<file path="src/rtl/chardisp_axi_slave.sv">
// chardisp_axi_slave
//   AXI4-Lite slave front end for the character display. Each AXI write or
//   read becomes a one-cycle strobe on the VRAM bus (WREN or RDEN). Only one
//   transaction is in flight at a time, so WREN and RDEN are never high
//   together. This matters because RDEN muxes the shared VRAM port-A address.
//
// Optional feature (macro CHARDISP_AXI_SLVERR_EN):
//   When the macro is defined, an access whose word index is >= VRAM_WORDS
//   has its strobe suppressed and is answered with SLVERR, with RDATA = 0.
//   When the macro is undefined, every access is OKAY and the address wraps.
//
// Ports:
//   CLK, RST                    clock, asynchronous active-high reset
//   AW*/W*/B*                   AXI4-Lite write address/data/response
//   AR*/R*                      AXI4-Lite read address/data
//   WRADDR/BYTEEN/WRDATA/WREN   registered VRAM write strobe bus
//   RDADDR/RDEN                 registered VRAM read strobe bus
//   RDDATA                      VRAM read data, valid RD_LATENCY cycles after RDEN
module chardisp_axi_slave #(
  parameter int ADDR_W     = 16,
  parameter int RD_LATENCY = 1,
  parameter int VRAM_WORDS = 4096
) (
  input  logic              CLK,
  input  logic              RST,
  input  logic [ADDR_W-1:0] AWADDR,
  input  logic              AWVALID,
  output logic              AWREADY,
  input  logic [31:0]       WDATA,
  input  logic [3:0]        WSTRB,
  input  logic              WVALID,
  output logic              WREADY,
  output logic [1:0]        BRESP,
  output logic              BVALID,
  input  logic              BREADY,
  input  logic [ADDR_W-1:0] ARADDR,
  input  logic              ARVALID,
  output logic              ARREADY,
  output logic [31:0]       RDATA,
  output logic [1:0]        RRESP,
  output logic              RVALID,
  input  logic              RREADY,
  output logic [ADDR_W-1:0] WRADDR,
  output logic [3:0]        BYTEEN,
  output logic              WREN,
  output logic [31:0]       WRDATA,
  output logic [ADDR_W-1:0] RDADDR,
  output logic              RDEN,
  input  logic [31:0]       RDDATA
);

`ifdef CHARDISP_AXI_SLVERR_EN
  localparam logic SLVERR_EN = 1'b1;
`else
  localparam logic SLVERR_EN = 1'b0;
`endif

  localparam logic [1:0] WAIT_LAST = 2'(RD_LATENCY - 1);

  typedef enum logic [2:0] {
    IDLE     = 3'd0,
    WR_ISSUE = 3'd1,
    WR_RESP  = 3'd2,
    RD_ISSUE = 3'd3,
    RD_WAIT  = 3'd4,
    RD_RESP  = 3'd5
  } state_t;

  state_t     state, state_next;
  logic       prefer_rd;
  logic [1:0] wait_cnt;
  logic       wr_err, rd_err;
  logic       wr_req, rd_req;
  logic       grant_wr, grant_rd;
  logic       aw_bad, ar_bad;

  // Word index lies outside the implemented VRAM.
  function automatic logic out_of_range(input logic [ADDR_W-1:0] addr);
    logic [31:0] idx;
    idx = 32'(addr >> 2);
    return idx >= 32'(VRAM_WORDS);
  endfunction

  assign wr_req  = AWVALID & WVALID;
  assign rd_req  = ARVALID;
  assign aw_bad  = SLVERR_EN & out_of_range(AWADDR);
  assign ar_bad  = SLVERR_EN & out_of_range(ARADDR);

  // Ready pulses must coincide with the valid they answer, so they come straight from the grant.
  assign AWREADY = grant_wr;
  assign WREADY  = grant_wr;
  assign ARREADY = grant_rd;

  // Next-state logic and IDLE arbitration; grants are held off while reset is asserted.
  always_comb begin
    state_next = state;
    grant_wr   = 1'b0;
    grant_rd   = 1'b0;
    case (state)
      IDLE: begin
        if (RST) begin
          state_next = IDLE;
        end else if (rd_req && (!wr_req || prefer_rd)) begin
          grant_rd   = 1'b1;
          state_next = RD_ISSUE;
        end else if (wr_req) begin
          grant_wr   = 1'b1;
          state_next = WR_ISSUE;
        end else begin
          state_next = IDLE;
        end
      end
      WR_ISSUE: state_next = WR_RESP;
      WR_RESP: begin
        if (BREADY) state_next = IDLE;
        else        state_next = WR_RESP;
      end
      RD_ISSUE: state_next = RD_WAIT;
      RD_WAIT: begin
        if (wait_cnt == WAIT_LAST) state_next = RD_RESP;
        else                       state_next = RD_WAIT;
      end
      RD_RESP: begin
        if (RREADY) state_next = IDLE;
        else        state_next = RD_RESP;
      end
      default: state_next = IDLE;
    endcase
  end

  // State register and arbitration pointer; the pointer flips only on a contested grant.
  always_ff @(posedge CLK or posedge RST) begin
    if (RST) begin
      state     <= IDLE;
      prefer_rd <= 1'b1;
    end else begin
      state <= state_next;
      if ((grant_wr || grant_rd) && wr_req && rd_req) prefer_rd <= ~prefer_rd;
    end
  end

  // Read-latency counter, counting from zero on entry to RD_WAIT.
  always_ff @(posedge CLK or posedge RST) begin
    if (RST)                  wait_cnt <= 2'd0;
    else if (state == RD_WAIT) wait_cnt <= wait_cnt + 2'd1;
    else                      wait_cnt <= 2'd0;
  end

  // Write path: latch on the handshake, strobe in the following cycle, respond after that.
  always_ff @(posedge CLK or posedge RST) begin
    if (RST) begin
      WRADDR <= '0;
      WRDATA <= 32'h0;
      BYTEEN <= 4'h0;
      wr_err <= 1'b0;
      WREN   <= 1'b0;
      BVALID <= 1'b0;
      BRESP  <= 2'b00;
    end else begin
      if (grant_wr) begin
        WRADDR <= AWADDR;
        WRDATA <= WDATA;
        BYTEEN <= WSTRB;
        wr_err <= aw_bad;
      end
      WREN   <= grant_wr & ~aw_bad;
      BVALID <= (state_next == WR_RESP);
      BRESP  <= ((state_next == WR_RESP) && wr_err) ? 2'b10 : 2'b00;
    end
  end

  // Read path: latch on the handshake, strobe, capture RDDATA at the end of RD_WAIT, respond.
  always_ff @(posedge CLK or posedge RST) begin
    if (RST) begin
      RDADDR <= '0;
      rd_err <= 1'b0;
      RDEN   <= 1'b0;
      RDATA  <= 32'h0;
      RVALID <= 1'b0;
      RRESP  <= 2'b00;
    end else begin
      if (grant_rd) begin
        RDADDR <= ARADDR;
        rd_err <= ar_bad;
      end
      RDEN <= grant_rd & ~ar_bad;
      if ((state == RD_WAIT) && (wait_cnt == WAIT_LAST)) begin
        RDATA <= rd_err ? 32'h0 : RDDATA;
      end
      RVALID <= (state_next == RD_RESP);
      RRESP  <= ((state_next == RD_RESP) && rd_err) ? 2'b10 : 2'b00;
    end
  end

endmodule
</file>
<file path="config.mk">
export PLATFORM = sky130hd
export DESIGN_NAME = chardisp_axi_slave
export DESIGN_NICKNAME = d
export VERILOG_FILES = /design/src/rtl/chardisp_axi_slave.sv
export SDC_FILE = /design/constraint.sdc
export NUM_CORES = 1
export LEC_CHECK = 0
export ABC_AREA = 1
export BUFFER_PORTS_ARGS = -buffer_cell sky130_fd_sc_hd__buf_2
export CORE_MARGIN = 1
export CORE_UTILIZATION = 45
export CTS_BUF_LIST = sky130_fd_sc_hd__clkbuf_8
export CTS_CLUSTER_SIZE = 10
export DETAILED_ROUTE_END_ITERATION = 7
export GPL_TIMING_DRIVEN = 1
export PLACE_DENSITY = 0.79
export SLEW_MARGIN = 0
export SYNTH_ARGS = -nofsm -noshare
export SYNTH_HDL_FRONTEND = slang
export SYNTH_SLANG_ARGS = --single-unit
</file>
<file path="constraint.sdc">
create_clock -name CLK -period 5.8 [get_ports CLK]
set_input_delay 0.58 -clock CLK [delete_from_list [all_inputs] [get_ports CLK]]
set_output_delay 0.58 -clock CLK [all_outputs]
set_load 0.1 [all_outputs]
</file>
==> results.json, run 1 <==
{
  "coreArea_um2": 9330,
  "initial_core_util": 0.470,
  "finalSetupViolations": 0,
  "syn_avg_cell_area_um2": 9.05,
  "cts_tree": "built",
  "worstMarginPinSlew_ps": 1050,
  "die_area_um2": 10100,
  "status": "complete, no violations",
  "hold_violations": 0,
  "root_buffer": "clkbuf_8",
  "route.vias.total": 3836,
  "hpwlAfterDp_um": 7470,
  "grt_max_degree": 67,
  "period_share": 0.670,
  "ys_top_cells_by_area": "dfrtp_1, nand2_1, nand3_1, inv_1, buf_2",
  "netlist_area_um2": 4390,
  "crit_buf_inv": 5,
  "dr.first_iter.drc_count": 140,
  "maxSlewViolCount": 0,
  "crit_path_top_delay_cell": "nand2_2",
  "dr.pass1.iters": 4,
  "cts-htree-levels": 3,
  "netlist_instances": 485,
  "max-clock-path-buffers": 2,
  "cpMostUsedCell": "buf_2",
  "pin_count": 218,
  "ys_types": 18,
  "worstSetupPathType": "input port to primary output",
  "crit_fanout": 55,
  "placedCellCount": 803,
  "yosysMostFrequentCell": "nand2_1",
  "fillers": 832,
  "gp_congestion": 0.794,
  "rows": 35,
  "yosys_most_used_dff": "dfrtp_1",
  "die_x_um": 101,
  "stdcell_count": 817,
  "clkLatencyLatePin_ps": 350,
  "yosysWarnings": 0,
  "cts_hold_buffers": 0,
  "clock_skew_ps": 13.0,
  "clk_pin_slew_worst_paths_ps": 100,
  "async_reset_ff_frac": 1.00,
  "max_clock_freq_ghz": 0.258,
  "dpl_cell_area_um2": 5510,
  "cts_setup_buffers": 0,
  "slew_headroom": 0.297,
  "area_delta_synth_final_pct": 29.3,
  "synth_top_area_frac": 0.622,
  "rsz0062_at_grt": "false",
  "crit_path_end_kind": "primary output",
  "cts_made_buffers": 9,
  "antenna_cells": 0,
  "cp.arrival_ps": 3300,
  "cap_violations": 0,
  "grt_overflow": 0,
  "drt_wl_total_um": 10300,
  "antenna_found_initial": 0,
  "synth_seq_area_share": 0.628,
  "slowest_delay_ps": 680,
  "postCtsResizedCells": 0,
  "synth_area_leader_cell": "dfrtp_1",
  "ys_top_cells_by_count": "nand2_1, dfrtp_1, nand3_1",
  "fin_nets": 793,
  "grt_pass1_vias": 3517,
  "grt_first_pass_wirelength_um": 16100,
  "fin_area_um2": 5680,
  "drtAntennaViolNets": 0,
  "cp_cell_sequence": "buf_2, inv_4, nand3_1, nor2_4, buf_4, nand2_2, inv_2, buf_2",
  "grt_use_total": 0.202,
  "synth-edff-count": 0,
  "cp-start-kind": "input port",
  "final.min_clock_period_ps": 3880,
  "critical_path_required_ps": 5220,
  "clock-sinks": 110,
  "dieHeight_um": 101,
  "viasPerCell": 4.70,
  "critPathTopFamily": "buffers and inverters",
  "io_buffers": 213,
  "drive_gt1_frac": 0.355,
  "setup_tns_ps": 0,
  "drc_errors": 0,
  "avgRoutedWirePerCell_um": 12.7,
  "yosys_register_bits": 110,
  "hold_class": "input port to async pin"
}
[state kept, by name (all words and copies together), names as in the netlist, 2 cells and up]
name	cells
BYTEEN	4
state	3
WRDATA	32
WRADDR	16
RDATA	32
RDADDR	16
wait_cnt	2
[per-stage QoR]
stage	hold WS (ps)	worst slack, ps	util
detailed placement	418	1860	0.590
global route	330	1570	0.608
global placement	415	1900	0.590
floorplan	403	555	-
finish	298	1920	0.608
CTS	311	1860	0.608
[cell families (layout without fill, tap and decap cells)]
logic type / Yosys count / after routing / synth area share
and+or+nand+nor: 267 / 267 / 0.257
DFF: 110 / 110 / 0.628
buffers and inverters: 73 / 273 / 0.0730
AOI/OAI and AO/OA: 33 / 33 / 0.0385
adders and majority gates: 1 / 1 / 0.00285
other: 1 / 4 / 0.000855
[path summary, 6_finish.rpt]
| path | startpoint | slack (ps) | end | cells after the start |
|---|---|---|---|---|
| min in group CLK | wait_cnt[0] | 430 | wait_cnt[0] | 1 |
| setup / recovery | RST | 1920 | WREADY | 8 |
| setup reg to reg | state[0] | 3400 | WRADDR[8] | 7 |
| hold / removal | RST | 300 | RDADDR[10] | 2 |
| hold reg to reg | wait_cnt[0] | 430 | wait_cnt[0] | 1 |
| max in group asynchronous | RST | 4290 | WRDATA[31] | 3 |
[final cells by class]
| cell class | instances | area [um2] | share of cell area |
|---|---|---|---|
| inverters | 43 | 164 | 0.0289 |
| flip-flops and latches | 110 | 2750 | 0.485 |
| clock buffers | 10 | 138 | 0.0243 |
| repair buffers | 216 | 1090 | 0.192 |
| multi-input cells | 305 | 1340 | 0.236 |
| well taps | 129 | 161 | 0.0284 |
| clock inverters | 4 | 32.5 | 0.00573 |
[per-layer routing]
layer / global-route usage / wire length (um) / share of wire / up-vias
met5: 0 / 0 / 0 / -
met4: 0.0847 / 262 / 0.025 / 0
met3: 0.0395 / 628 / 0.061 / 23
met2: 0.335 / 5120 / 0.49 / 136
met1: 0.260 / 4340 / 0.42 / 1781
li1: - / - / - / 1896
[placed cells by master (no fill, tap or decap)]
| master | n |
|---|---|
| inv_4 | 1 |
| nand3_2 | 1 |
| inv_1 | 39 |
| buf_2 | 213 |
| nand2_1 | 178 |
| nor2_2 | 1 |
| nor2_1 | 7 |
| clkinvlp_4 | 2 |
| o21ai_0 | 22 |
| nand2_2 | 3 |
| o21ai_1 | 10 |
| nand3_1 | 74 |
| conb_1 | 4 |
| clkbuf_8 | 10 |
| o21ai_4 | 1 |
| nor2_4 | 3 |
| dfrtp_1 | 109 |
| ha_1 | 1 |
| dfstp_2 | 1 |
| inv_6 | 2 |
| buf_4 | 3 |
| inv_2 | 3 |
Power of run 1 is left out: the tool's default activity adds up to more than one toggle a clock period on the data nets, which glitch-free logic cannot reach.
==> run 2, diff against run 1 <==
clock period = 3.8 ns   (was 5.8 ns; I/O delays follow)
==> run 2 against run 1 <==
  * Flip-flop and latch count did not move
  * Setup slack got worse by 950 ps
  * Count of clock-buffer cells in the layout down 1
  * Non-clock buffer count increased by 2
  * Core utilization grew 0.71 points
  * Global-route usage rose by 0.72 points
  * Final area increased by 1.2%
  * Routed wire length grew 2.4%
  * Worst hold slack worse by 66 ps
  * Via count rose by 2.3%
  * Critical path depth fell by 3
  * Register-to-register slack got worse by 1700 ps
==> results.json, run 2 (same netlist as run 1, synthesis figures left out) <==
{
  "status": "complete, no violations",
  "dr.pass1.iters": 4,
  "critical_path_required_ps": 3420,
  "avgRoutedWirePerCell_um": 12.9,
  "r2r_end": "RDATA[2]",
  "antenna_found_initial": 0,
  "hold_class": "input port to async pin",
  "setup_tns_ps": 0,
  "mostFrequentLayoutCell": "buf_2",
  "finalSetupViolations": 0,
  "pin_count": 218,
  "gp_congestion": 0.778,
  "cts_setup_buffers": 0,
  "fin_nets": 795,
  "crit_path_top_delay_cell": "dfstp_2",
  "cts_tree": "built",
  "root_buffer": "clkbuf_8",
  "drt_wl_total_um": 10600,
  "io_buffers": 213,
  "grt_overflow": 0,
  "r2r_slack_ps": 1700,
  "grt_pass1_vias": 3613,
  "cts-htree-levels": 3,
  "crit_buf_inv": 2,
  "drtAntennaViolNets": 0,
  "rr_worst_depth": 3,
  "drive_gt1_frac": 0.355,
  "area_delta_synth_final_pct": 30.9,
  "viasPerCell": 4.78,
  "period_share": 0.745,
  "dr.first_iter.drc_count": 157,
  "cap_violations": 0,
  "cts_hold_buffers": 0,
  "die_area_um2": 10100,
  "initial_core_util": 0.470,
  "hold_violations": 0,
  "cp.arrival_ps": 2450,
  "max_clock_freq_ghz": 0.353,
  "slew_headroom": 0.297,
  "dieHeight_um": 101,
  "worstSetupPathType": "flop to primary output",
  "critPathTopFamily": "simple AND/OR/NAND/NOR gates",
  "worstMarginPinSlew_ps": 1050,
  "cts_made_buffers": 9,
  "maxSlewViolCount": 0,
  "cp-start-kind": "flop",
  "clock-sinks": 110,
  "postCtsResizedCells": 0,
  "grt_max_degree": 67,
  "clk_pin_slew_worst_paths_ps": 110,
  "coreArea_um2": 9330,
  "max-clock-path-buffers": 2,
  "r2r-start": "state[0]",
  "clkLatencyLatePin_ps": 360,
  "clock_skew_ps": 15.1,
  "mostFrequentLayoutCells": "buf_2, nand2_1, dfrtp_1",
  "route.vias.total": 3924,
  "antenna_cells": 0,
  "rsz0062_at_grt": "false",
  "grt_use_total": 0.209,
  "final.min_clock_period_ps": 2830,
  "rows": 35,
  "crit_fanout": 18,
  "drc_errors": 0,
  "hpwlAfterDp_um": 7500,
  "crit_path_end_kind": "primary output",
  "cp_cell_sequence": "nor2_1, nor2_2, nand2_2, inv_2, buf_2",
  "grt_first_pass_wirelength_um": 16700,
  "reg.largest.list": "RDATA x32, WRDATA x32",
  "slowest_delay_ps": 590,
  "die_x_um": 101
}
-- run 2: changes by cell type in the layout (fill, tap and decap cells not counted) --
| cell | delta |
|---|---|
| inv_1 | +2 |
| clkinv_2 | +1 |
| inv_6 | -1 |
| buf_2 | -2 |
| buf_12 | +2 |
| clkinvlp_4 | +1 |
| clkbuf_8 | -1 |
| bufinv_16 | +1 |
| inv_4 | -1 |
| buf_4 | +2 |
-- run 2: metal layers --
layer  track usage  up-vias  routed length (um)
li1              -     1906                   -
met1         0.265     1845                4500
met2         0.352      153                5190
met3        0.0374       20                 655
met4        0.0925        0                 258
met5             0        -                   0
-- run 2: worst max-delay path by stage --
stage / start / end / slack (ps) / cells after the start
CTS: prefer_rd / ARREADY / 960 / 5
detailed placement: AWVALID / ARREADY / 1290 / 7
finish: prefer_rd / ARREADY / 970 / 5
floorplan: RST / WREADY / 150 / 7
global placement: AWVALID / ARREADY / 1370 / 7
global route: prefer_rd / ARREADY / 800 / 5
-- run 2: through the flow --
step	instance area, um2	util	std cells	hold WS (ps)	setup slack [ps]
final	5740	0.616	821	232	969
after global routing	5740	0.616	821	231	802
after CTS	5740	0.616	821	226	961
after detailed placement	5550	0.595	805	427	1290
after global placement	5550	0.595	805	414	1370
after floorplan	4400	-	488	403	149
-- run 2: area by class of cell --
class,instances,area [um2]
Sequential cell,110,2750
Clock buffer,9,124
Multi-Input combinational cell,305,1340
Fill cell,855,3590
Inverter,43,165
Tap cell,129,161
Clock inverter,7,66.3
Timing Repair Buffer,218,1130
-- run 2: worst min-delay path, stage by stage --
cell and delay, ps:
buf_2 130, clkinvlp_4 70, buf_4 480
Power of run 2 is left out for the same reason.
==> run 3, diff against run 2 <==
ABC_AREA = 0   (was 1)
CORE_UTILIZATION = 42   (was 45)
PLACE_DENSITY = 0.78   (was 0.79)
clock period = 2.5 ns   (was 3.8 ns; I/O delays follow)
==> run 3 against run 2 <==
  * Routed wire length is 20% lower
  * Critical path depth fell by 1
  * Flip-flop and latch count unchanged
  * Register-to-register slack got worse by 1300 ps
  * Via count decreased by 28%
  * First-iteration DRC count down 83%
==> results.json, run 3 <==
{
  "status": "complete, no violations",
  "final.min_clock_period_ps": 2320,
  "wl_met3_um": 610,
  "drive_gt1_frac": 0.699,
  "rsz0062_at_grt": "false",
  "antenna_found_initial": 0,
  "rows": 36,
  "cts_made_buffers": 9,
  "highest_layer": "met4",
  "viasPerCell": 4.58,
  "critPathLaunch": "state[2]",
  "met1Wirelength_um": 3310,
  "coreArea_um2": 9730,
  "grt_max_degree": 67,
  "antenna_cells": 0,
  "yosysWarnings": 0,
  "mostFrequentLayoutCells": "buf_2, dfrtp_1, mux2_2",
  "yosys_register_bits": 110,
  "io_buffers": 213,
  "synth_seq_area_share": 0.654,
  "period_share": 0.930,
  "cp.arrival_ps": 2070,
  "ys_top_cells_by_count": "dfrtp_1, mux2_2, buf_4",
  "max-clock-path-buffers": 2,
  "worstMarginPinSlew_ps": 803,
  "root_buffer": "clkbuf_8",
  "initial_core_util": 0.433,
  "gp_congestion": 0.688,
  "max_clock_freq_ghz": 0.430,
  "cp_cell_sequence": "nor4_4, nand3_4, clkinvlp_4, buf_12",
  "r2r_end": "WRDATA[0]",
  "clock_skew_ps": 13.2,
  "ys_top_cells_by_area": "dfrtp_1, mux2_2, buf_4, mux2_1, buf_6",
  "route.vias.total": 2819,
  "grt_first_pass_wirelength_um": 13100,
  "pin_count": 218,
  "drc_errors": 0,
  "r2r-start": "state[2]",
  "hpwlAfterDp_um": 6460,
  "cap_violations": 0,
  "clock-sinks": 110,
  "synth-edff-count": 0,
  "reg.largest.list": "RDATA x32, WRDATA x32",
  "rr_worst_depth": 4,
  "async_reset_ff_frac": 1.00,
  "crit_path_top_delay_cell": "nor4_4",
  "hold_violations": 0,
  "worstSetupPathType": "flop to primary output",
  "fin_nets": 585,
  "yosys_most_used_dff": "dfrtp_1",
  "clk_pin_slew_worst_paths_ps": 100,
  "setup_tns_ps": 0,
  "r2r_slack_ps": 440,
  "slew_headroom": 0.464,
  "mostFrequentLayoutCell": "buf_2",
  "die_x_um": 102,
  "crit_fanout": 19,
  "ys_types": 25,
  "hold_class": "input port to async pin",
  "avgRoutedWirePerCell_um": 13.8,
  "cts_tree": "built",
  "area_delta_synth_final_pct": 34.2,
  "synth_top_area_frac": 0.648,
  "dr.pass1.iters": 4,
  "crit_path_end_kind": "primary output",
  "dr.first_iter.drc_count": 26,
  "cts_hold_buffers": 0,
  "cp-start-kind": "flop",
  "maxSlewViolCount": 0,
  "clkLatencyLatePin_ps": 360,
  "netlist_instances": 256,
  "syn_avg_cell_area_um2": 16.4,
  "wl_met2_um": 4400,
  "drtAntennaViolNets": 0,
  "dieHeight_um": 102,
  "drt_wl_total_um": 8480,
  "cts-htree-levels": 3,
  "synth_area_leader_cell": "dfrtp_1",
  "yosysMostFrequentCell": "dfrtp_1",
  "cp-endpoint": "WREADY",
  "critical_path_required_ps": 2250,
  "grt_overflow": 0,
  "die_area_um2": 10400,
  "netlist_area_um2": 4210,
  "grt_pass1_vias": 2870,
  "finalSetupViolations": 0,
  "grt_use_total": 0.165,
  "slowest_delay_ps": 470
}
-- run 3: per-stage QoR --
step / hold slack (ps) / instance area (um2) / instances / utilization / setup slack (ps)
after floorplan: 378 / 4230 / 259 / - / 327
after global placement: 427 / 5420 / 596 / 0.557 / 498
after CTS: 80.5 / 5620 / 612 / 0.578 / 15.3
final: 83.9 / 5650 / 615 / 0.581 / 176
after detailed placement: 430 / 5420 / 596 / 0.557 / 428
after global routing: 80.2 / 5650 / 615 / 0.581 / 27.7
-- run 3: what timing repair did --
action | 4_1_cts | 5_1_grt
setup buffers | 0 | 3
setup endpoints to repair | 0 | 1
resized for setup | 0 | 1
-- run 3: critical path, delay by kind of cell, from the launching register on --
family        cells  cell delay, ps
simple gates      2             810
buf+inv           2             440
flops             1             450
-- run 3: layout make-up --
class,count,area [um2]
clock inverter,5,50.0
tap,133,166
timing repair buffer,222,1170
inverter,5,26.3
sequential,110,2750
clock buffer,11,151
fill,810,4080
multi-input combinational,129,1330
-- run 3: metal layers --
| layer | up-vias | GRT usage |
|---|---|---|
| li1 | 1321 | - |
| met1 | 1365 | 0.182 |
| met2 | 119 | 0.292 |
| met3 | 14 | 0.0438 |
| met4 | 0 | 0.0824 |
| met5 | - | 0 |
-- run 3: how the worst min path moves through the flow --
stage / end / slack (ps)
3_3_place_gp: wait_cnt[0] / 430
6_report: RDADDR[7] / 80
2_1_floorplan: prefer_rd / 380
3_5_place_dp: wait_cnt[0] / 430
4_1_cts: WRDATA[4] / 80
5_1_grt: RDADDR[6] / 80
-- run 3: cell families (layout without fill, tap and decap cells) --
family / after synthesis / count (layout) / share of synthesized area
AOI/OAI and AO/OA: 6 / 6 / 0.0116
xor gates and xnor gates: 1 / 1 / 0.00208
adders and majority gates: 1 / 1 / 0.00297
buffers and inverters: 20 / 243 / 0.0321
DFF: 110 / 110 / 0.654
muxes: 101 / 101 / 0.270
other: 1 / 4 / 0.000891
and+or+nand+nor: 16 / 16 / 0.0262
Power of run 3 is left out for the same reason.
